File: src/rtl/if_pkg.sv
// rtl/if_pkg.sv - shared constants and fetch state type for the instruction fetch unit
// Contents: ADDR_W, INSTR_W, RESET_PC, PC_LIMIT, INSTR_BYTES, LAST_WORD, fetch_state_t {RUN, FAULT}
package if_pkg;

    localparam int ADDR_W      = 64;
    localparam int INSTR_W     = 32;
    localparam int INSTR_BYTES = 4;

    localparam logic [ADDR_W-1:0] RESET_PC = '0;
    localparam logic [ADDR_W-1:0] PC_LIMIT = ADDR_W'(224);

    // Highest byte address at which a whole word still fits below PC_LIMIT.
    localparam logic [ADDR_W-1:0] LAST_WORD = PC_LIMIT - ADDR_W'(INSTR_BYTES);

    typedef enum logic {
        RUN   = 1'b0,
        FAULT = 1'b1
    } fetch_state_t;

endpackage

File: src/rtl/program_counter.sv
// rtl/program_counter.sv - fetch program counter with load, hold and increment
// Ports: clk, rst_n (async active-low), load / load_value (redirect), inc (advance by one word), pc (current PC)
module program_counter
    import if_pkg::*;
(
    input  logic              clk,
    input  logic              rst_n,
    input  logic              load,
    input  logic [ADDR_W-1:0] load_value,
    input  logic              inc,
    output logic [ADDR_W-1:0] pc
);

    // Load wins over increment; with neither asserted the PC holds.
    always_ff @(posedge clk or negedge rst_n) begin
        if (!rst_n) begin
            pc <= RESET_PC;
        end else if (load) begin
            pc <= load_value;
        end else if (inc) begin
            pc <= pc + ADDR_W'(INSTR_BYTES);
        end
    end

endmodule

File: src/rtl/instruction_fetch_unit.sv
// rtl/instruction_fetch_unit.sv - IF stage: PC, instruction memory address, IF/ID capture, fault FSM
// Ports: clk, rst_n (async active-low); imem_addr / imem_data (combinational memory);
//        stall, branch_taken, branch_target (pipeline control);
//        if_id_instr, if_id_pc, if_id_valid (IF/ID register); fault (sticky); fetch_count (captures, wraps)
module instruction_fetch_unit
    import if_pkg::*;
(
    input  logic               clk,
    input  logic               rst_n,
    output logic [ADDR_W-1:0]  imem_addr,
    input  logic [INSTR_W-1:0] imem_data,
    input  logic               stall,
    input  logic               branch_taken,
    input  logic [ADDR_W-1:0]  branch_target,
    output logic [INSTR_W-1:0] if_id_instr,
    output logic [ADDR_W-1:0]  if_id_pc,
    output logic               if_id_valid,
    output logic               fault,
    output logic [31:0]        fetch_count
);

    fetch_state_t      state_q;
    fetch_state_t      state_d;
    logic [ADDR_W-1:0] pc;
    logic              pc_load;
    logic              pc_inc;
    logic              capture;
    logic              squash;
    logic              legal;

    program_counter u_pc (
        .clk        (clk),
        .rst_n      (rst_n),
        .load       (pc_load),
        .load_value (branch_target),
        .inc        (pc_inc),
        .pc         (pc)
    );

    assign imem_addr = pc;
    assign fault     = (state_q == FAULT);

    // Checked against the current PC only; a branch target is validated once it becomes the PC.
    assign legal = (pc[1:0] == 2'b00) && (pc <= LAST_WORD);

    always_comb begin
        state_d = state_q;
        pc_load = 1'b0;
        pc_inc  = 1'b0;
        capture = 1'b0;
        squash  = 1'b0;
        case (state_q)
            RUN: begin
                if (branch_taken) begin
                    pc_load = 1'b1;
                    squash  = 1'b1;
                end else if (!stall) begin
                    if (legal) begin
                        capture = 1'b1;
                        pc_inc  = 1'b1;
                    end else begin
                        state_d = FAULT;
                    end
                end
            end
            FAULT: begin
                state_d = FAULT;
            end
            default: begin
                state_d = FAULT;
            end
        endcase
    end

    always_ff @(posedge clk or negedge rst_n) begin
        if (!rst_n) begin
            state_q     <= RUN;
            if_id_instr <= '0;
            if_id_pc    <= '0;
            if_id_valid <= 1'b0;
            fetch_count <= '0;
        end else begin
            state_q <= state_d;
            if (capture) begin
                if_id_instr <= imem_data;
                if_id_pc    <= pc;
                if_id_valid <= 1'b1;
                fetch_count <= fetch_count + 32'd1;
            end else if (squash || (state_d == FAULT)) begin
                if_id_valid <= 1'b0;
            end
        end
    end

endmodule

File: config.mk
export PLATFORM = sky130hd
export DESIGN_NAME = instruction_fetch_unit
export DESIGN_NICKNAME = d
export VERILOG_FILES = /design/src/rtl/if_pkg.sv /design/src/rtl/program_counter.sv /design/src/rtl/instruction_fetch_unit.sv
export SDC_FILE = /design/constraint.sdc
export NUM_CORES = 1
export LEC_CHECK = 0
export BUFFER_PORTS_ARGS = -buffer_cell sky130_fd_sc_hd__buf_2
export CORE_MARGIN = 4
export CORE_UTILIZATION = 30
export DETAILED_ROUTE_END_ITERATION = 7
export PLACE_DENSITY = 0.59
export SLEW_MARGIN = 10
export SYNTH_ARGS = -nofsm -noshare
export SYNTH_HDL_FRONTEND = slang
export SYNTH_HIERARCHICAL = 1
export SYNTH_SLANG_ARGS = --single-unit
File: constraint.sdc
create_clock -name clk -period 4.1 [get_ports clk]
set_input_delay 0.41 -clock clk [delete_from_list [all_inputs] [get_ports clk]]
set_output_delay 0.41 -clock clk [all_outputs]
set_load 0.05 [all_outputs]
==> key figures <==
Status
  – Status: completed

Floorplanning
  – Io pins: 294
  – Die width: 179.1 um
  – Row count: 62
  – Core region area: 28,780 sq um
  – Initial core utilization: 30.50%
  – Die height: 179.1 um
  – Area of the die: 32,060 sq um

Drt
  – Initial DRC count: 499
  – Antenna Nets Post-Route: 0
  – DR WL/cell: 18.05 um
  – Vias: 7,321
  – Drt total wl: 27,040 um
  – Drt via density: 4.887
  – TritonRoute pass-1 iters: 5
  – DRC viols: 0

Synthesis
  – Distinct cells, synth: 46
  – Asr flop ratio synth: 100.0%
  – Sequential-to-total area share from yosys stat: 55.30%
  – Synth warn: 6
  – Mapped Area: 8778 sq um
  – Net Count, Synth: 906
  – Syn Area/Cell: 10.92 sq um
  – Main synth FF type: dfrtp_1
  – Number of synthesized flops with an enable pin: 0
  – Synth Instances: 804
  – Flip-flop and latch count after synthesis: 194

Placement
  – DPL Wire Length: 20,000 um
  – IO Port Bufs: 293
  – Final Wtd Congestion: 0.8553
  – Placed insts: 1,466

Finish
  – Area growth from synthesis to layout: 29.65%
  – Filler Cell Count: 2,902
  – Share of cells above drive strength 1: 35.46%
  – Non-Filler Instances: 1,498
  – Nets: 1,203
  – Diode count: 0

Power and ir drop
  – Sw frac: 36.47%
  – Psw: 1.921 mW
  – Internal power: 3.346 mW
  – Worst vdd ir: 0.2325 mV
  – Part of the power in the clock network: 35.1%
  – Combinational Power Share: 20.8%
  – Sequential share of power: 44.1%
  – Leakage power: 5.532 nW
  – Power Density: 462.7 nW/um^2

Timing
  – Max Slew Vio Count: 0
  – Worst slew pin tran: 1.162 ns
  – Fin crit period: 3.783 ns
  – Final Setup Violations: 0
  – Setup Skew: 0.01274 ns
  – Fin. Hold Viols: 0
  – Unrepaired setup endpoints after global routing: no
  – Fmax: 0.2643 GHz
  – Worst rel slew slack: 21.94%
  – Fin crit share: 92.27%
  – Setup TNS: 0 ns

GRT
  – Met1 Use GR: 22.21%
  – Total Routing Usage GR: 16.67%
  – Met3 GRT Util: 3.712%
  – Global-route wire length before repair: 41,810 um
  – Largest net degree at the start of global routing: 105
  – Antenna violations before repair: 1
  – Vias in the first global route: 7,287
  – Grt met2 use: 26.73%
  – Total grt overflow: 0
  – Gr busiest metal: met2

Critical path
  – WP data arrival: 4.15 ns
  – CP most frequent cell: nand4_1
  – Crit. End Element: flop
  – Crit Reg-Reg Startpoint: u_pc/pc[62]$_DFFE_PN0N_
  – Reg-to-reg endpoint: u_pc/pc[60]$_DFFE_PN0N_
  – Maximum fanout along the worst path: 7
  – Crit start category: flop
  – Critical Path, Cell by Cell: nor4_1, nand4_1, nor3_4, nand2_4, inv_1, nand3_1, nor4_2, nand4_1, or4_1, a31oi_1
  – Crit path max-delay cell type: nor4_1
  – Worst path bufs/invs: 1
  – Flop-to-flop setup slack: 0.32 ns
  – Register-to-Register Path Depth: 10
  – Top delay family on crit path: simple AND/OR/NAND/NOR gates
  – Delay of the slowest critical-path stage: 0.61 ns
  – Critical Path RT: 4.46 ns
  – Critical path class: flop to flop

Clock network
  – Resize count post-CTS: 0
  – CTS max path bufs: 2
  – CTS tree: done
  – Cts bufs inserted: 17
  – CTS root buffer: clkbuf_16
  – H-tree depth: 4
  – CTS sink count: 194
  – Post-CTS setup buffers: 0
  – Cts hold-fix bufs: 0
  – Reg clk slew, reported paths: 0.08 ns
  – Worst-Skew Late Latency: 0.44 ns

Flow run
  – Maxcap violations: 0

Hold path
  – Min-Delay Path Class: input pin to async pin
worst max-delay path by stage:
stage	startpoint	endpoint	slack, ns	cells past startpoint
CTS	u_pc/pc[53]$_DFFE_PN0N_	u_pc/pc[60]$_DFFE_PN0N_	0.44	11
finish	u_pc/pc[62]$_DFFE_PN0N_	u_pc/pc[60]$_DFFE_PN0N_	0.32	10
global route	u_pc/pc[59]$_DFFE_PN0N_	u_pc/pc[60]$_DFFE_PN0N_	0.14	10
floorplan	u_pc/pc[11]$_DFFE_PN0N_	u_pc/pc[63]$_DFFE_PN0N_	0.48	12
detailed placement	u_pc/pc[47]$_DFFE_PN0N_	u_pc/pc[60]$_DFFE_PN0N_	0.45	11
global placement	u_pc/pc[62]$_DFFE_PN0N_	u_pc/pc[60]$_DFFE_PN0N_	0.45	10
power groups by stage:
stage | sequential, mW | clock (mW) | combinational, mW
after floorplan | 2.81 | 0 | 0.231
after global placement | 2.34 | 0 | 1.10
after detailed placement | 2.36 | 0 | 1.10
after CTS | 2.32 | 1.90 | 1.10
after global routing | 2.35 | 1.98 | 1.16
final | 2.32 | 1.85 | 1.09
placed cells by master, fill, tap and decap left out, types with 15 or more instances in the layout:
cell type and count:
and2_1 63, buf_2 292, buf_4 15, clkbuf_16 17
dfrtp_1 194, mux2_2 38, nand2_1 76, nand3_1 41
nand4_1 56, nor2_1 34, nor4_1 27, o21ai_0 52
xnor2_1 47, xor2_1 32
synthesized netlist by cell type, drive strengths merged (2+ instances only):
cell type	number	area share (%)
mux2i	3	0.34
nand2	77	3.3
dfrtp	194	55
or3	8	0.57
or4	7	0.68
a31oi	10	0.71
and3	14	1.0
nand4	58	4.5
xnor2	47	4.7
ha	2	0.29
nand3	42	2.5
nor2b	4	0.29
o31ai	4	0.34
nor3b	3	0.26
buf	7	0.51
nor4b	2	0.20
nor3	14	1.0
inv	10	0.43
and4	9	0.90
and2	63	4.5
clkbuf	23	0.98
xor2	32	3.2
a21oi	2	0.11
o21ai	52	3.0
nor2	34	1.5
mux2	43	5.5
nor4	31	2.6
state kept, by name, indices dropped and copies added (netlist names):
register,flops
if_id_valid,1
if_id_instr,32
fetch_count,32
u_pc/pc,64
fault,1
if_id_pc,64
routing by layer:
metal	vias to the layer above	wire length (um)
met5	-	7
met4	2	644
met3	44	1461
met2	228	13030
met1	3576	11900
li1	3471	-
stage by stage:
step                      area (sq um)  hold slack (ns)  power [mW]  util (%)  setup WS, ns
final                            11380          0.06420       5.266     39.54        0.3169
after global routing             11380           0.1234       5.491     39.54        0.1404
after CTS                        11380          0.09421       5.317     39.54        0.4398
after detailed placement         10730           0.4619       3.457     37.28        0.4538
after global placement           10730           0.4584       3.444     37.28        0.4539
after floorplan                   8778           0.1144       3.040         -        0.4838
logic make-up after synthesis:
group                      Yosys count  synth area share [%]
and+or+nand+nor                    370                 24.13
DFF                                194                 55.30
xor gates and xnor gates            79                 7.882
AOI/OAI and AO/OA                   73                 4.618
muxes                               46                 5.858
buffers and inverters               40                 1.924
adders and majority gates            2                0.2850
cell type report:
| type | instances | area, sq um | share of cell area, % |
|---|---|---|---|
| repair buffers | 308 | 1588 | 13.95 |
| clock buffers | 18 | 439.2 | 3.859 |
| multi-input cells | 570 | 3767 | 33.10 |
| clock inverters | 14 | 214.0 | 1.880 |
| inverters | 10 | 37.54 | 0.3298 |
| flip-flops and latches | 194 | 4855 | 42.66 |
| well taps | 384 | 480.5 | 4.222 |
Power figures use the tool's default switching activity.
